**src/rtl/ym3438_phase_seq_if.sv**
```systemverilog
// Bus between the OPN2 phase sequencer and its consumers/debugger.
// The master side drives hold/step_req; the slave side (the sequencer) drives the enables and slot state.
interface ym3438_phase_seq_if #(
    parameter int DIV   = 6,
    parameter int SLOTS = 24
) ();
    logic                     hold;
    logic                     step_req;
    logic                     step_ack;
    logic                     c1;
    logic                     c2;
    logic [$clog2(DIV)-1:0]   presc;
    logic [$clog2(SLOTS)-1:0] slot;
    logic                     slot_sync;
    logic                     frame_tick;

    modport master (
        output hold, step_req,
        input  step_ack, c1, c2, presc, slot, slot_sync, frame_tick
    );

    modport slave (
        input  hold, step_req,
        output step_ack, c1, c2, presc, slot, slot_sync, frame_tick
    );
endinterface

```
**src/rtl/ym3438_phase_seq.sv**
```systemverilog
// Two-phase c1/c2 enable sequencer and operator slot counter for the OPN2 core.
// Define YM3438_DBG_STEP_EN to build the hold/single-step debug controller; otherwise the core free-runs.
module ym3438_phase_seq #(
    parameter int DIV   = 6,
    parameter int SLOTS = 24
) (
    input  logic              MCLK,
    input  logic              IC,
    ym3438_phase_seq_if.slave bus
);
    localparam int PW = $clog2(DIV);
    localparam int SW = $clog2(SLOTS);
    localparam logic [PW-1:0] P_LAST = PW'(DIV - 1);
    localparam logic [PW-1:0] P_HALF = PW'(DIV / 2);
    localparam logic [SW-1:0] S_LAST = SW'(SLOTS - 1);

    typedef enum logic [2:0] {
        INIT,
        RUN,
        HELD,
        STEP,
        ACK
    } state_t;

    state_t        state;
    state_t        state_next;
    logic [PW-1:0] p;
    logic [SW-1:0] slot;
    logic          en;
    logic          c1;
    logic          c2;
    logic          slot_sync;

    // Every output is a pure decode of registered state, so c1/c2 are glitch-free enables.
    assign en        = (state == RUN) || (state == STEP);
    assign c1        = en && (p == '0);
    assign c2        = en && (p == P_HALF);
    assign slot_sync = (slot == S_LAST);

    always_ff @(posedge MCLK) begin
        if (!IC) begin
            state <= INIT;
            p     <= '0;
            slot  <= '0;
        end else begin
            state <= state_next;
            if (en) begin
                p <= (p == P_LAST) ? '0 : p + 1'b1;
            end
            if (c2) begin
                slot <= slot_sync ? '0 : slot + 1'b1;
            end
        end
    end

`ifdef YM3438_DBG_STEP_EN
    logic cycle_end;

    // Freezing only on the last prescaler phase keeps every internal cycle whole.
    assign cycle_end = en && (p == P_LAST);

    always_comb begin
        state_next = state;
        case (state)
            INIT:    state_next = bus.hold ? HELD : RUN;
            RUN:     if (cycle_end && bus.hold) state_next = HELD;
            HELD: begin
                if (!bus.hold) begin
                    state_next = RUN;
                end else if (bus.step_req) begin
                    state_next = STEP;
                end
            end
            STEP:    if (cycle_end) state_next = ACK;
            ACK:     if (!bus.step_req) state_next = HELD;
            default: state_next = INIT;
        endcase
    end

    assign bus.step_ack = (state == ACK);
`else
    logic unused_dbg;

    assign unused_dbg = bus.hold ^ bus.step_req;

    always_comb begin
        state_next = state;
        case (state)
            INIT:    state_next = RUN;
            RUN:     state_next = RUN;
            default: state_next = INIT;
        endcase
    end

    assign bus.step_ack = 1'b0;
`endif

    assign bus.c1         = c1;
    assign bus.c2         = c2;
    assign bus.presc      = p;
    assign bus.slot       = slot;
    assign bus.slot_sync  = slot_sync;
    assign bus.frame_tick = c2 && slot_sync;
endmodule

```
**src/flat_wrapper.sv**
```systemverilog
// flat-port wrapper written by rule: the top's interface ports become plain ports
module ym3438_phase_seq_flat 
#(
    parameter int DIV   = 6,
    parameter int SLOTS = 24
)
  (MCLK, IC, bus_hold, bus_step_req, bus_step_ack, bus_c1, bus_c2, bus_presc, bus_slot, bus_slot_sync, bus_frame_tick);
  ym3438_phase_seq_if #(.DIV(DIV), .SLOTS(SLOTS)) bus_i ();
  input  logic MCLK;
  input  logic IC;
  input wire logic [$bits(bus_i.hold)-1:0] bus_hold;
  input wire logic [$bits(bus_i.step_req)-1:0] bus_step_req;
  output wire logic [$bits(bus_i.step_ack)-1:0] bus_step_ack;
  output wire logic [$bits(bus_i.c1)-1:0] bus_c1;
  output wire logic [$bits(bus_i.c2)-1:0] bus_c2;
  output wire logic [$bits(bus_i.presc)-1:0] bus_presc;
  output wire logic [$bits(bus_i.slot)-1:0] bus_slot;
  output wire logic [$bits(bus_i.slot_sync)-1:0] bus_slot_sync;
  output wire logic [$bits(bus_i.frame_tick)-1:0] bus_frame_tick;
  assign bus_i.hold = bus_hold;
  assign bus_i.step_req = bus_step_req;
  assign bus_step_ack = bus_i.step_ack;
  assign bus_c1 = bus_i.c1;
  assign bus_c2 = bus_i.c2;
  assign bus_presc = bus_i.presc;
  assign bus_slot = bus_i.slot;
  assign bus_slot_sync = bus_i.slot_sync;
  assign bus_frame_tick = bus_i.frame_tick;
  ym3438_phase_seq #(.DIV(DIV), .SLOTS(SLOTS)) u_core (.MCLK(MCLK), .IC(IC), .bus(bus_i));
endmodule
```
**config.mk**
```make
export PLATFORM = sky130hd
export DESIGN_NAME = ym3438_phase_seq_flat
export DESIGN_NICKNAME = d
export VERILOG_FILES = /design/src/rtl/ym3438_phase_seq_if.sv /design/src/rtl/ym3438_phase_seq.sv /design/src/flat_wrapper.sv
export SDC_FILE = /design/constraint.sdc
export NUM_CORES = 1
export LEC_CHECK = 0
export ABC_CLOCK_PERIOD_IN_PS = 2300
export BUFFER_PORTS_ARGS = -buffer_cell sky130_fd_sc_hd__buf_4
export CAP_MARGIN = 20
export CORE_AREA = 2 2 39 41
export DETAILED_ROUTE_END_ITERATION = 8
export DIE_AREA = 0 0 41 43
export GPL_ROUTABILITY_DRIVEN = 0
export GPL_TIMING_DRIVEN = 0
export MAX_ROUTING_LAYER = met4
export PLACE_DENSITY = 0.68
export SLEW_MARGIN = 20
export SYNTH_ARGS = -nofsm -noshare
export SYNTH_HDL_FRONTEND = slang
export SYNTH_SLANG_ARGS = --single-unit
```
**constraint.sdc**
```tcl
create_clock -name MCLK -period 2.3 [get_ports MCLK]
set_clock_uncertainty 0.2 [all_clocks]
set_input_delay 0.345 -clock MCLK [delete_from_list [all_inputs] [get_ports MCLK]]
set_output_delay 0.345 -clock MCLK [all_outputs]
set_load 0.02 [all_outputs]
```
# ---- Word-level counts from Yosys, hierarchy flattened
# Index checks and enable logic that the tools add are counted.
dict set report word_totals {
  ff_bits 11
  out_inout_bits 13
  wordCells 20
}
dict set report classes {
  add_sub_neg 2
  n_eq_ne 5
  mux 3
  reduce_logical 7
}
# cell count
set ops {}
lappend ops {{$eq 3x2->1 const B} 2}
lappend ops {{$logic_not 3->1} 2}
lappend ops {{$add 5x1->5 const B} 1}
lappend ops {{$eq 5x5->1 const B} 1}
lappend ops {{$mux 5} 1}
lappend ops {{$add 3x1->3 const B} 1}
lappend ops {{$eq 3x1->1 const B} 1}
lappend ops {{$eq 3x3->1 const B} 1}
lappend ops {{$logic_and 1x1->1} 3}
lappend ops {{$mux 3} 1}
lappend ops {{$reduce_or 2->1} 1}
lappend ops {{$logic_or 1x1->1} 1}
lappend ops {{$mux 1} 1}

# ---- Logic depth before layout (Yosys ltp)
dict set report depth {
  depth_word 4
  mapped_depth 6
  mapped_depth_nobuf 6
}

# ---- Worst setup path before layout
# OpenSTA, ideal clock, no wires.
dict set report synth_timing {
  path_type {register -> output}
  start {register u_core.p[0], in the netlist u_core.bus.presc[0]}
  end {output port bus_frame_tick}
  t_arrival_ps 1450
  setup_slack_ps 305
  path_stages_with_launch 5
  path_buffers 0
  path_cell_list {dfxtp_1 -> and2_1 -> ha_1 -> nand2_4 -> nor3_1}
}
dict set report synth_via {
  elab_chain_cells 3
}
# item line_no
set synth_lines {}
lappend synth_lines {{from (decl)} ym3438_phase_seq.sv:27} ;# logic [PW-1:0] p;
lappend synth_lines {{from (signal assigned)} ym3438_phase_seq.sv:48} ;# p <= (p == P_LAST) ? '0 : p + 1'b1;
lappend synth_lines {{$eq 3x2->1} ym3438_phase_seq.sv:37} ;# assign c2 = en && (p == P_HALF);
lappend synth_lines {{$logic_and 1x1->1} ym3438_phase_seq.sv:37}
lappend synth_lines {{$logic_and 1x1->1} ym3438_phase_seq.sv:103} ;# assign bus.frame_tick = c2 && slot_sync;
lappend synth_lines {{to (decl)} flat_wrapper.sv:19} ;# output wire logic [$bits(bus_i.frame_tick)-1:0] bus_frame_tick;
# Every way passes these cells.

# ---- Final worst setup path
# Same ends and word-level chain as after synthesis.

==> flow_summary.ini <==
[status]
status = completed

[synthesis]
synthTopCellsByArea = dfxtp_1, ha_1, nand3b_1
synth_common_cells = dfxtp_1, nand3_1
synth-warning-count = 0
synth_seq_area_share_pct = 39.89
synth_edf_count = 0
synth_async_sr_flop_share_pct = 0
synth_compound_area_share_pct = 7.202
synth-main-ff-cell = dfxtp_1
ys_seq_elements = 9
yosysUniqueCellTypes = 24
yosysTopAreaCell = dfxtp_1
synth_area_um2 = 451.7
synth.top_cell.area_share_pct = 39.89
synthXorXnorAreaFrac_pct = 3.878
synthSimpleGateAreaFrac_pct = 32.41
synthMuxAreaShare_pct = 4.432
synth_top_family_by_area = simple AND/OR/NAND/NOR gates
synth_cells = 49
yosysMostFrequentCell = dfxtp_1
yosys.area_share.adder_pct = 5.540
avgSynthCellArea_um2 = 9.218
synth_nets = 55

[clock_network]
clk_pin_slew_ns = 0.06
cts_buffers = 3
worst_skew_pair.late_latency_ns = 0.26
htree_levels = 1
hold_buffers = 0
cts-root-buf = clkbuf_4
clockBufferDepth = 2
tritoncts = built
cts.sinks = 9
postCtsSetupRepairBufs = 0
cts_resized = 0

[final_layout]
final_cells = 82
antenna_cells = 0
syn_to_final_growth_pct = 31.86
layout-drive-gt1-share_pct = 28.79
final_net_count = 73
fin_area_um2 = 595.6

[critical_path]
arrival_ns = 1.55
cp_max_fo = 6
cp_slowest_stage_delay_ns = 0.43
endpoint_kind = output pin
start_kind = flip-flop
crit_required_ns = 1.75
worstPathCellList = and2_1, ha_1, nand2_4, nor3_1, buf_4
crit_buf_inv = 1
cpLargestDelayFamily = simple AND/OR/NAND/NOR gates
crit_type = reg2out
cpMaxStageDelayCell = dfxtp_1

[power]
power.switching_uw = 84.50
leakage_uw = 0.0002763
power.density_nw_per_um2 = 557.1
pwr-share-seq_pct = 50.2
peakVddDrop_mv = 0.2746
clkPwrFrac_pct = 37.6
swShare_pct = 25.47
internal_power_uw = 247.3
p_comb_share_pct = 12.1

[placed_design]
port_buffers = 13
dp_hpwl_um = 614.4
dpl_cell_area_um2 = 569.3
placed_cells = 78
place_ws_ns = 0.5081

[timing]
min_period_ns = 2.096
layout_setup_ws_ns = 0.2036
slew_viol_final = 0
finalHoldViolations = 0
setup_viol = 0
fmax_mhz = 477.0
finalSetupTns_ns = 0
fin_crit_sh_pct = 91.15
rsz0062_at_grt = false

[flow_run]
maxCapViolCount = 0

[floorplanning]
die_area_um2 = 1763
initial_core_util_pct = 32.64
core_um2 = 1384
dieHeight_um = 43
num_rows = 14
boundaryPins = 17
die_x_um = 41

[global_routing]
grt_usage_pct = 13.33
grt_pass1_wl_um = 1476
first_global_vias = 324
antenna_found_initial = 0
grt_max_degree = 11
grt_overflow = 0

[route]
antenna_left = 0
wl_per_cell_um = 11.30
drt-vias-per-instance = 4.963
drtIter0Drc = 14
wirelength_um = 927
drtPass1Iterations = 4
via_count = 407
drc = 0

[worst_hold_path]
hold_class = in2reg
## power by group through the flow
stage | Sequential [uW] | Combinational [uW] | Clock (uW)
6_report | 167 | 40.3 | 125
5_1_grt | 167 | 43.9 | 140
4_1_cts | 166 | 40.6 | 129
3_5_place_dp | 170 | 40.5 | 0
3_3_place_gp | 170 | 40.0 | 0
2_1_floorplan | 174 | 21.6 | 0
## cells in the final DEF (no fill, tap or decap)
cell,synthesis,final
nor4b_1,1,1
a21boi_0,2,2
dfxtp_1,9,9
buf_6,1,1
nand3b_1,3,3
nand4_1,1,1
mux2i_1,2,2
nor3_1,1,1
or4b_1,1,1
clkbuf_4,0,3
clkbuf_1,0,1
xor2_1,1,1
ha_1,2,2
nand2_4,1,1
conb_1,1,1
buf_4,1,14
inv_1,2,2
xnor2_1,1,1
nor2b_1,3,3
nand2b_1,1,1
nand2_1,3,3
a21boi_1,1,1
nor2_1,2,2
nand3_1,4,4
and2_1,3,3
o21ai_0,2,2
## final timing paths
check                                    startpoint                  to  slack, ns  cells past startpoint
worst max-delay path            u_core.bus.presc[0]      bus_frame_tick       0.20                      5
worst min-delay path                             IC     u_core.state[0]       0.05                      1
worst max register to register  u_core.bus.presc[0]  u_core.bus.slot[3]       0.43                      5
worst min register to register   u_core.bus.slot[1]  u_core.bus.slot[1]       0.32                      2
## worst reg2reg max path, delay by kind of cell (launching register included)
kind | cells | cell delay (ns)
AOI/OAI and AO/OA | 1 | 0.13
adders and majority gates | 1 | 0.24
DFF | 1 | 0.43
and+or+nand+nor | 3 | 0.79
## logic make-up (layout without fill, tap and decap cells)
kind of cell / count (synthesis) / count (layout)
flops: 9 / 9
compound gates: 5 / 5
simple gates: 24 / 24
fa+ha+maj: 2 / 2
buf+inv: 4 / 21
other cells: 1 / 1
mux: 2 / 2
xor+xnor: 2 / 2
## routing by layer
metal,track usage [%],share of wire (%),vias up,wire [um]
met2,17.50,46,13,426
li1,-,-,200,-
met3,6.283,6.5,4,60
met1,15.96,46,190,425
met4,8.000,1.5,0,14
met5,-,0,-,0
## state kept, by name, summed over array words and instances (netlist names)
| name | count |
|---|---|
| u_core.bus.slot | 5 |
| u_core.bus.presc | 3 |
| u_core.state | 1 |
## through the flow
| step | utilization [%] | total power, uW | hold WS, ns |
|---|---|---|---|
| after floorplan | - | 195.3 | 0.1727 |
| after global placement | 41.14 | 209.6 | 0.2982 |
| after detailed placement | 41.14 | 210.4 | 0.3078 |
| after CTS | 43.04 | 336.2 | 0.04679 |
| after global routing | 43.04 | 350.6 | 0.05165 |
| final | 43.04 | 331.8 | 0.04831 |
## layout make-up
cell class	instances	area [um2]
plain buffers	2	18.77
repair buffers	13	97.59
well taps	16	20.02
fillers	146	788.3
clock buffers	4	26.28
multi-input cells	36	245.2
flip-flops and latches	9	180.2
inverters	2	7.507
No activity file was read; power rests on OpenSTA's default activity.
